[src/rtl/dvp_pkg.sv]
// Shared definitions for the synthetic DVP pattern source: FSM states,
// pattern mode encodings and RGB565 colour-bar constants.
package dvp_pkg;

  typedef enum logic [2:0] {
    ST_IDLE,
    ST_VSYNC,
    ST_VBACK,
    ST_ACTIVE,
    ST_VFRONT
  } state_e;

  localparam logic [1:0] MODE_BARS    = 2'd0;
  localparam logic [1:0] MODE_RAMP    = 2'd1;
  localparam logic [1:0] MODE_SOLID   = 2'd2;
  localparam logic [1:0] MODE_CHECKER = 2'd3;

  localparam logic [15:0] BAR_WHITE   = 16'hFFFF;
  localparam logic [15:0] BAR_YELLOW  = 16'hFFE0;
  localparam logic [15:0] BAR_CYAN    = 16'h07FF;
  localparam logic [15:0] BAR_GREEN   = 16'h07E0;
  localparam logic [15:0] BAR_MAGENTA = 16'hF81F;
  localparam logic [15:0] BAR_RED     = 16'hF800;
  localparam logic [15:0] BAR_BLUE    = 16'h001F;
  localparam logic [15:0] BAR_BLACK   = 16'h0000;

  // Bar index (0 = leftmost) to RGB565 colour.
  function automatic logic [15:0] bar_color(input logic [2:0] idx);
    case (idx)
      3'd0:    bar_color = BAR_WHITE;
      3'd1:    bar_color = BAR_YELLOW;
      3'd2:    bar_color = BAR_CYAN;
      3'd3:    bar_color = BAR_GREEN;
      3'd4:    bar_color = BAR_MAGENTA;
      3'd5:    bar_color = BAR_RED;
      3'd6:    bar_color = BAR_BLUE;
      default: bar_color = BAR_BLACK;
    endcase
  endfunction

endpackage

[src/rtl/dvp_pattern_gen.sv]
// Combinational pattern generator: pixel coordinate, byte phase and mode
// in, one RGB565 byte out (high byte in phase 0, low byte in phase 1).
module dvp_pattern_gen
  import dvp_pkg::*;
#(
  parameter int H_ACTIVE = 640
) (
  input  logic [15:0] x,
  input  logic [4:0]  y,
  input  logic        phase,
  input  logic [1:0]  mode,
  input  logic [15:0] solid,
  output logic [7:0]  data
);

  logic [15:0] pixel;
  logic [2:0]  bar;

  // Select the 16-bit pixel for the current mode, then pick the byte.
  always_comb begin
    bar   = 3'((32'(x) * 32'd8) / 32'(H_ACTIVE));
    pixel = 16'h0000;
    case (mode)
      MODE_BARS:  pixel = bar_color(bar);
      MODE_RAMP:  pixel = {y[4:0], x[5:0], x[4:0]};
      MODE_SOLID: pixel = solid;
      default:    pixel = (x[3] ^ y[3]) ? 16'hFFFF : 16'h0000;
    endcase
    data = phase ? pixel[7:0] : pixel[15:8];
  end

endmodule

[src/rtl/dvp_pattern_source.sv]
// Synthetic OV7670-style DVP transmitter. A line/frame FSM walks
// VSYNC -> VBACK -> ACTIVE -> VFRONT; every output is registered one
// cycle after the state/counter values it is derived from.
module dvp_pattern_source
  import dvp_pkg::*;
#(
  parameter int H_ACTIVE    = 640,
  parameter int V_ACTIVE    = 480,
  parameter int H_BLANK     = 144,
  parameter int VSYNC_LINES = 3,
  parameter int V_BACK      = 17,
  parameter int V_FRONT     = 10
) (
  input  logic        pclk,
  input  logic        reset,
  input  logic        enable,
  input  logic [1:0]  mode,
  input  logic [15:0] solid_color,
  output logic        vsync,
  output logic        href,
  output logic [7:0]  data,
  output logic        frame_done,
  output logic        busy
);

  localparam int          LINE_LEN    = 2 * (H_ACTIVE + H_BLANK);
  localparam logic [15:0] H_LAST      = 16'(LINE_LEN - 1);
  localparam logic [15:0] H_ACT_BYTES = 16'(2 * H_ACTIVE);
  localparam logic [15:0] VSYNC_LAST  = 16'(VSYNC_LINES - 1);
  localparam logic [15:0] VBACK_LAST  = 16'(V_BACK - 1);
  localparam logic [15:0] ACTIVE_LAST = 16'(V_ACTIVE - 1);
  localparam logic [15:0] VFRONT_LAST = 16'(V_FRONT - 1);

  state_e      state, state_nxt;
  logic [15:0] h_cnt, h_nxt;
  logic [15:0] v_cnt, v_nxt;
  logic [1:0]  mode_q, mode_nxt;
  logic [15:0] solid_q, solid_nxt;
  logic        line_end, last_line, frame_end, href_nxt;
  logic [7:0]  pat_byte;

  dvp_pattern_gen #(
    .H_ACTIVE(H_ACTIVE)
  ) u_gen (
    .x    ({1'b0, h_cnt[15:1]}),
    .y    (v_cnt[4:0]),
    .phase(h_cnt[0]),
    .mode (mode_q),
    .solid(solid_q),
    .data (pat_byte)
  );

  // Next-state, counter and frame-config logic.
  always_comb begin
    state_nxt = state;
    h_nxt     = h_cnt;
    v_nxt     = v_cnt;
    mode_nxt  = mode_q;
    solid_nxt = solid_q;
    frame_end = 1'b0;
    line_end  = (h_cnt == H_LAST);
    case (state)
      ST_VSYNC:  last_line = (v_cnt == VSYNC_LAST);
      ST_VBACK:  last_line = (v_cnt == VBACK_LAST);
      ST_ACTIVE: last_line = (v_cnt == ACTIVE_LAST);
      ST_VFRONT: last_line = (v_cnt == VFRONT_LAST);
      default:   last_line = 1'b0;
    endcase

    if (state == ST_IDLE) begin
      h_nxt = 16'd0;
      v_nxt = 16'd0;
      if (enable) begin
        state_nxt = ST_VSYNC;
        mode_nxt  = mode;
        solid_nxt = solid_color;
      end
    end else begin
      h_nxt = line_end ? 16'd0 : h_cnt + 16'd1;
      if (line_end) begin
        if (last_line) begin
          v_nxt = 16'd0;
          case (state)
            ST_VSYNC:  state_nxt = ST_VBACK;
            ST_VBACK:  state_nxt = ST_ACTIVE;
            ST_ACTIVE: state_nxt = ST_VFRONT;
            default: begin
              // End of VFRONT: restart immediately or fall back to IDLE.
              frame_end = 1'b1;
              if (enable) begin
                state_nxt = ST_VSYNC;
                mode_nxt  = mode;
                solid_nxt = solid_color;
              end else begin
                state_nxt = ST_IDLE;
              end
            end
          endcase
        end else begin
          v_nxt = v_cnt + 16'd1;
        end
      end
    end

    href_nxt = (state == ST_ACTIVE) && (h_cnt < H_ACT_BYTES);
  end

  // State, counters, latched frame config and registered outputs.
  always_ff @(posedge pclk or posedge reset) begin
    if (reset) begin
      state      <= ST_IDLE;
      h_cnt      <= 16'd0;
      v_cnt      <= 16'd0;
      mode_q     <= MODE_BARS;
      solid_q    <= 16'd0;
      vsync      <= 1'b0;
      href       <= 1'b0;
      data       <= 8'd0;
      frame_done <= 1'b0;
      busy       <= 1'b0;
    end else begin
      state      <= state_nxt;
      h_cnt      <= h_nxt;
      v_cnt      <= v_nxt;
      mode_q     <= mode_nxt;
      solid_q    <= solid_nxt;
      vsync      <= (state == ST_VSYNC);
      href       <= href_nxt;
      data       <= href_nxt ? pat_byte : 8'd0;
      frame_done <= frame_end;
      busy       <= (state != ST_IDLE);
    end
  end

endmodule

[config.mk]
export PLATFORM = sky130hd
export DESIGN_NAME = dvp_pattern_source
export DESIGN_NICKNAME = d
export VERILOG_FILES = /design/src/rtl/dvp_pkg.sv /design/src/rtl/dvp_pattern_gen.sv /design/src/rtl/dvp_pattern_source.sv
export SDC_FILE = /design/constraint.sdc
export NUM_CORES = 1
export LEC_CHECK = 0
export ABC_AREA = 1
export ABC_CLOCK_PERIOD_IN_PS = 5700
export CORE_MARGIN = 2
export CORE_UTILIZATION = 40
export DETAILED_ROUTE_END_ITERATION = 8
export GPL_TIMING_DRIVEN = 1
export PLACE_DENSITY_LB_ADDON = 0.15
export SLEW_MARGIN = 10
export SYNTH_ARGS = -nofsm -noshare
export SYNTH_HDL_FRONTEND = slang
export SYNTH_HIERARCHICAL = 1
export SYNTH_SLANG_ARGS = --single-unit
[constraint.sdc]
create_clock -name pclk -period 5.7 [get_ports pclk]
set_clock_uncertainty 0.15 [all_clocks]
set_input_delay 0.57 -clock pclk [delete_from_list [all_inputs] [get_ports pclk]]
set_output_delay 0.57 -clock pclk [all_outputs]
set_load 0.005 [all_outputs]
==> reports/metrics.yaml, run 1 <==
outcome:
  outcome: "completed"
setup_path:
  reg2reg_slack_ps: 1630
  cp-start-kind: "flop"
  cp_num_buf_inv: 5
  required_ps: 5840
  crit_type: "reg -> reg"
  cp_max_fo: 9
  worstSetupEndpointType: "flop"
  cp.arrival_ps: 4200
  max_stage_delay_ps: 490
  critical_path.most_common_cell: "nand2_2"
  critPathTopFamily: "simple AND/OR/NAND/NOR gates"
  cp_slowest_cell: "dfrtp_1"
grt:
  track_usage_pct: 18.05
  antenna_found_initial: 0
  grt_pass1_wl_um: 16830
  overflow: 0
  grt_max_degree: 66
  first_global_vias: 3733
floorplanning:
  rows: 38
  fp.dieW_um: 108.7
  die_h_um: 108.7
  initial_core_util_pct: 40.81
  core-area_mm2: 0.01075
  ios: 33
  die_area_mm2: 0.01182
clock_tree:
  hold_buffers: 0
  cts_root_buffer: "clkbuf_8"
  clock_sinks: 65
  postCtsSetupBuffers: 0
  numCtsBuffers: 9
  clock_latency_ps: 360
  max-clock-path-buffers: 2
  cts_resized: 0
  path_clk_slew_ps: 70
  cts.htree.levels: 3
  cts_tree: "built"
logic_synthesis:
  synth_area_mm2: 0.004385
  synth-seq-cells: 65
  synthCells: 640
  synth_simple_gate_area_share_pct: 44.14
  netlist-cell-type-count: 34
  synthMuxAreaShare_pct: 0
  yosysWarnings: 6
  synth_xor_area_share_pct: 1.997
  synth-compound-area-share_pct: 6.990
  synthAdderAreaFrac_pct: 0.5706
  ys_seq_area_share_pct: 37.09
  synth_top_family_by_area: "simple AND/OR/NAND/NOR gates"
  syn_avg_cell_area_um2: 6.852
timing:
  fmax_mhz: 245.8
  relSlewSlack_pct: 36.50
  maxSlewViolCount: 0
  hold_violations: 0
  rsz0062_at_grt: "no"
  setup_ws_ps: 1631
  post-route-min-period_ps: 4069
  worst_slew_pin_slew_ps: 948.9
  period_share_pct: 71.38
  setup_violations: 0
  fin_tns_setup_ps: 0
final_layout:
  final_util_pct: 47.30
  nNetsFinal: 701
  antenna_cells: 0
  layout-drive-gt1-share_pct: 13.03
  fin_cells: 823
  syn2layout_area_growth_pct: 15.89
route:
  via_per_inst: 4.939
  num_vias: 4065
  first_pass_iters: 5
  wl_per_cell_um: 12.11
  ant_nets: 0
  postRouteWirelength_um: 9964
  first_iter_violations: 269
  route.detailed.drc: 0
placement:
  post-place-ws_ps: 1650
  routabilityCongestion: 0.8615
  dp_cells: 807
  numPortBuffers: 32
  dp_hpwl_um: 7454
power:
  fin_total_pwr_w: 0.001223
  ir_worst_vdd_v: 0.0001429
  power_density_mw_per_mm2: 240.7
  power_leakage_nw: 2.586
flow_run:
  maxCapViolCount: 0
worst_hold_path:
  hold_class: "reg -> reg"
-- registers in the layout (all words and copies together), names as in the netlist --
register and flops:
solid_q 16, busy 1, vsync 1, mode_q 2, frame_done 1, v_cnt 16
h_cnt 16, state 3, data 8, href 1
-- per-stage QoR --
step | hold slack, ps | area, um2
2_1_floorplan | 292.2 | 4400
5_1_grt | 340.7 | 5082
4_1_cts | 327.3 | 5082
3_3_place_gp | 305.2 | 4852
3_5_place_dp | 309.3 | 4852
6_report | 323.6 | 5082
-- synth_stat cells --
library cell	number	area, um2
o211ai_1	5	37.54
buf_6	1	11.26
a31oi_1	2	12.51
nand2_1	192	720.7
clkbuf_1	4	15.01
nor2_2	3	18.77
nand2_4	9	101.4
nand2_2	22	137.6
nor2_1	56	210.2
conb_1	1	3.750
nand3_1	62	310.3
a21o_1	1	7.510
o21ai_1	3	15.01
o21ai_0	15	75.07
nand4_1	30	187.7
ha_1	2	25.02
and2_4	1	8.760
a21oi_1	22	110.1
a211oi_1	1	7.510
nor3_1	10	50.05
xor2_1	9	78.83
xnor2_1	1	8.760
o22ai_1	1	6.260
inv_2	18	67.56
nand3_4	1	17.52
a21oi_2	1	8.760
buf_2	5	25.02
inv_1	75	281.5
nor2_4	1	11.26
o21ai_2	3	26.28
nor3_2	1	10.01
nand3_2	12	120.1
dfrtp_1	65	1627
nor4_1	5	31.28
-- placed cells by master (no fill, tap or decap), types with 3 or more instances in the layout --
cell type	count
nand2_1	192
inv_1	74
dfrtp_1	65
nand3_1	62
nor2_1	56
clkdlybuf4s50_1	32
nand4_1	30
a21oi_1	22
nand2_2	22
inv_2	19
o21ai_0	15
nand3_2	12
clkbuf_8	11
nor3_1	10
nand2_4	9
xor2_1	9
nor4_1	5
conb_1	5
o211ai_1	5
nor2_2	3
o21ai_1	3
o21ai_2	3
-- kinds of logic (layout without fill, tap and decap cells) --
group | after synthesis | count (layout)
AOI/OAI and AO/OA | 54 | 54
xor gates and xnor gates | 10 | 10
adders and majority gates | 2 | 2
buffers and inverters | 103 | 142
DFF | 65 | 65
other | 1 | 5
and+or+nand+nor | 405 | 405
-- power breakdown --
group	switching, W	leakage [nW]	total [W]	internal [W]
sequential	0	0.884	0.000461	0.000461
combinational	0.000197	1.59	0.000309	0.000112
clock	0.000183	0.109	0.000453	0.000270
-- final timing paths --
kind | start | to | cells after the start
worst max-delay path | h_cnt[13]$_DFF_PP0_ | data[0]$_DFF_PP0_ | 42
worst min register to register | solid_q[0]$_DFFE_PP0P_ | solid_q[0]$_DFFE_PP0P_ | 2
worst min-delay path | solid_q[0]$_DFFE_PP0P_ | solid_q[0]$_DFFE_PP0P_ | 2
min in group asynchronous | reset | vsync$_DFF_PP0_ | 3
worst max register to register | h_cnt[13]$_DFF_PP0_ | data[0]$_DFF_PP0_ | 42
max in group asynchronous | reset | solid_q[0]$_DFFE_PP0P_ | 3
-- routing by layer --
| layer | share of wire [%] | up-vias | wire length (um) | global-route usage, % |
|---|---|---|---|---|
| met2 | 44 | 70 | 4402 | 27.54 |
| met3 | 3.4 | 12 | 338 | 3.347 |
| met4 | 1.5 | 0 | 145 | 8.150 |
| met5 | 0 | - | 0 | 0 |
| li1 | - | 2140 | - | - |
| met1 | 51 | 1843 | 5078 | 24.91 |
-- cell type report --
| cell class | instances | area, um2 |
|---|---|---|
| multi-input combinational | 476 | 2374 |
| clock buffer | 12 | 155.1 |
| timing repair buffer | 33 | 327.8 |
| clock inverter | 4 | 75.07 |
| inverter | 93 | 349.1 |
| sequential | 65 | 1627 |
| tap | 140 | 175.2 |
| fill | 1132 | 5663 |
-- worst register-to-register path: cells and delay by family (launching register included) --
kind | cells | cell delay, ps
AOI/OAI and AO/OA | 2 | 230
buffers and inverters | 5 | 310
DFF | 1 | 490
and+or+nand+nor | 35 | 2800
Power figures use the tool's default switching activity.
==> inputs of run 2 (changes only) <==
--- a/config.mk
+++ b/config.mk
@@ -6,7 +6,7 @@
 export NUM_CORES = 1
 export LEC_CHECK = 0
 export ABC_AREA = 1
-export ABC_CLOCK_PERIOD_IN_PS = 5700
+export ABC_CLOCK_PERIOD_IN_PS = 3900
 export CORE_MARGIN = 2
 export CORE_UTILIZATION = 40
 export DETAILED_ROUTE_END_ITERATION = 8
==> constraint.sdc (replaced) <==
create_clock -name pclk -period 3.9 [get_ports pclk]
set_clock_uncertainty 0.15 [all_clocks]
set_input_delay 0.39 -clock pclk [delete_from_list [all_inputs] [get_ports pclk]]
set_output_delay 0.39 -clock pclk [all_outputs]
set_load 0.005 [all_outputs]
==> run 2 against run 1 <==
The flow now finishes with violations (setup timing). Global-route usage rose by 0.19 points. Setup slack worse by 1700 ps. Via count rose by 2.8%. Count of clock-buffer cells in the layout unchanged. Maximum frequency rose by 2.0%. Final area increased by 3.9%. Critical path depth increased by 1. Sequential power up 46%. Sequential cell count unchanged. Utilization up 1.8 points. Register-to-register slack got worse by 1700 ps. Combinational power up 62%. Largest power group unchanged.
==> reports/metrics.yaml, run 2 (synthesis results as in run 1) <==
outcome:
  outcome: "complete, but fails checks"  # was completed
  violations: "setup timing"
final_layout:
  syn2layout_area_growth_pct: 20.37  # was 15.89%
  largestRegisters: "h_cnt (16), solid_q (16), v_cnt (16)"  # unchanged
  final_cell_mix: "nand2_1, inv_1, dfrtp_1"  # unchanged
  antenna_cells: 0  # unchanged
  final_common_cell: "nand2_1"  # unchanged
  nNetsFinal: 712  # was 701
  layout-drive-gt1-share_pct: 17.89  # was 13.03%
route:
  num_vias: 4178  # was 4065
  first_iter_violations: 296  # was 269
  ant_nets: 0  # unchanged
  via_per_inst: 5.016  # was 4.939
  wl_per_cell_um: 12.33  # was 12.11 um
  first_pass_iters: 5  # unchanged
  postRouteWirelength_um: 10270  # was 9964 um
  route.detailed.drc: 0  # unchanged
clock_tree:
  cts_root_buffer: "clkbuf_8"  # unchanged
  cts.htree.levels: 3  # unchanged
  clock_sinks: 65  # unchanged
  numCtsBuffers: 9  # unchanged
  max-clock-path-buffers: 2  # unchanged
  clock_latency_ps: 340  # was 360 ps
  path_clk_slew_ps: 70  # about the same
  cts_tree: "built"  # unchanged
  hold_buffers: 0  # unchanged
setup_path:
  cp.arrival_ps: 4120  # was 4200 ps
  critical_path.most_common_cell: "nand2_2"  # unchanged
  worstSetupEndpointType: "flop"  # unchanged
  critPathTopFamily: "simple AND/OR/NAND/NOR gates"  # unchanged
  max_stage_delay_ps: 430  # was 490 ps
  required_ps: 4030  # was 5840 ps
  crit_type: "reg -> reg"  # unchanged
  cp-start-kind: "flop"  # unchanged
  cp_slowest_cell: "dfrtp_1"  # unchanged
  cp_num_buf_inv: 6  # was 5
  cp_max_fo: 5  # was 9
timing:
  relSlewSlack_pct: 41.19  # was 36.50%
  setup_violations: 5  # was 0
  period_share_pct: 102.3  # was 71.38%
  worst_slew_pin_slew_ps: 879.0  # was 948.9 ps
  post-route-min-period_ps: 3990  # was 4069 ps
  rsz0062_at_grt: "yes"  # was no
  fmax_mhz: 250.6  # was 245.8 MHz
  hold_violations: 0  # unchanged
  setup_ws_ps: -89.68  # was 1631 ps
  maxSlewViolCount: 0  # unchanged
power:
  fin_total_pwr_w: 0.001794  # was 0.001223 W
  power_leakage_nw: 2.671  # was 2.586 nW
  cell_internal_pwr_w: 0.001237  # was 0.0008433 W
  p_comb_share_pct: 27.9  # was 25.2%
  swShare_pct: 31.04  # was 31.06%
  ir_worst_vdd_v: 0.0001571  # was 0.0001429 V
  p_clk_share_pct: 34.5  # was 37.1%
  power_density_mw_per_mm2: 339.9  # was 240.7 mW/mm2
  p_sw_w: 0.0005569  # was 0.0003799 W
  power_frac_seq_pct: 37.6  # was 37.7%
placement:
  dp_hpwl_um: 7565  # was 7454 um
  post-place-ws_ps: -18.58  # was 1650 ps
  numPortBuffers: 32  # unchanged
  routabilityCongestion: 0.8670  # was 0.8615
grt:
  first_global_vias: 3721  # was 3733
  track_usage_pct: 18.24  # was 18.05%
  overflow: 0  # unchanged
  grt_max_degree: 35  # was 66
  antenna_found_initial: 0  # unchanged
  grt_pass1_wl_um: 17100  # was 16830 um
floorplanning:
  die_h_um: 108.7  # unchanged
  core-area_mm2: 0.01075  # unchanged
  ios: 33  # unchanged
  rows: 38  # unchanged
  initial_core_util_pct: 40.81  # unchanged
  die_area_mm2: 0.01182  # unchanged
  fp.dieW_um: 108.7  # unchanged
flow_run:
  maxCapViolCount: 0  # unchanged
worst_hold_path:
  hold_class: "reg -> reg"  # unchanged
run 2: cell count changes in the layout (fill, tap and decap cells not counted), sizes merged:
cell	before	now
buf	1	12
clkinv	0	1
clkinvlp	2	0
run 2: layer usage:
metal	global-route usage (%)	part of all wire, %	vias to the layer above
li1	-	-	2148
met4	5.952	1.1	0
met2	28.13	45	69
met5	0	0	-
met3	3.407	3.2	11
met1	25.85	51	1950
run 2: path summary, 6_finish.rpt:
kind	startpoint	to	slack (ps)	cells past startpoint
min in group asynchronous	reset	vsync$_DFF_PP0_	330	2
min reg2reg	solid_q[8]$_DFFE_PP0P_	solid_q[8]$_DFFE_PP0P_	320	2
min	solid_q[8]$_DFFE_PP0P_	solid_q[8]$_DFFE_PP0P_	320	2
max in group asynchronous	reset	solid_q[10]$_DFFE_PP0P_	2390	3
max reg2reg	h_cnt[15]$_DFF_PP0_	data[0]$_DFF_PP0_	-90	43
max	h_cnt[15]$_DFF_PP0_	data[0]$_DFF_PP0_	-90	43
run 2: tightest hold or removal path: stages, from the launching register on:
cell and delay, ps:
dfrtp_1 340, nand2_1 50, nand2_1 50
run 2: final cells by class:
cell class | count | area [um2]
clock inverter | 3 | 65.06
timing repair buffer | 44 | 410.4
multi-input combinational | 476 | 2507
inverter | 93 | 349.1
clock buffer | 12 | 145.1
sequential | 65 | 1627
tap | 140 | 175.2
fill | 1099 | 5466
run 2: power by group through the flow:
stage                     Sequential [W]  Combinational (W)  Clock (W)
after CTS                       0.000674           0.000448   0.000639
after global routing            0.000673           0.000559   0.000669
after detailed placement        0.000687           0.000445          0
after floorplan                 0.000687           0.000360          0
final                           0.000674           0.000500   0.000620
after global placement          0.000687           0.000435          0
run 2: metrics by stage:
| step | TNS [ps] | instance area [um2] | std cells | util (%) | hold slack [ps] |
|---|---|---|---|---|---|
| after detailed placement | -28.83 | 4867 | 809 | 45.30 | 312.7 |
| after global placement | 0 | 4867 | 809 | 45.30 | 305.1 |
| after floorplan | 0 | 4400 | 644 | - | 292.2 |
| final | -324.9 | 5279 | 833 | 49.13 | 322.5 |
| after global routing | -2862 | 5279 | 833 | 49.13 | 354.4 |
| after CTS | 0 | 5092 | 826 | 47.39 | 329.6 |
run 2: timing repair:
| action | 4_1_cts | 5_1_grt |
|---|---|---|
| gates resized for setup | 0 | 36 |
| pin swaps | 0 | 37 |
| setup endpoints to repair | 4 | 8 |
| buffers inserted | 2 | 7 |
==> inputs of run 3 (changes only) <==
--- a/config.mk
+++ b/config.mk
@@ -7,6 +7,7 @@
 export LEC_CHECK = 0
 export ABC_AREA = 1
 export ABC_CLOCK_PERIOD_IN_PS = 3900
+export CAP_MARGIN = 10
 export CORE_MARGIN = 2
 export CORE_UTILIZATION = 40
 export DETAILED_ROUTE_END_ITERATION = 8
==> results of run 3 <==
Final layout, timing and power as in run 2 (identical DEF).
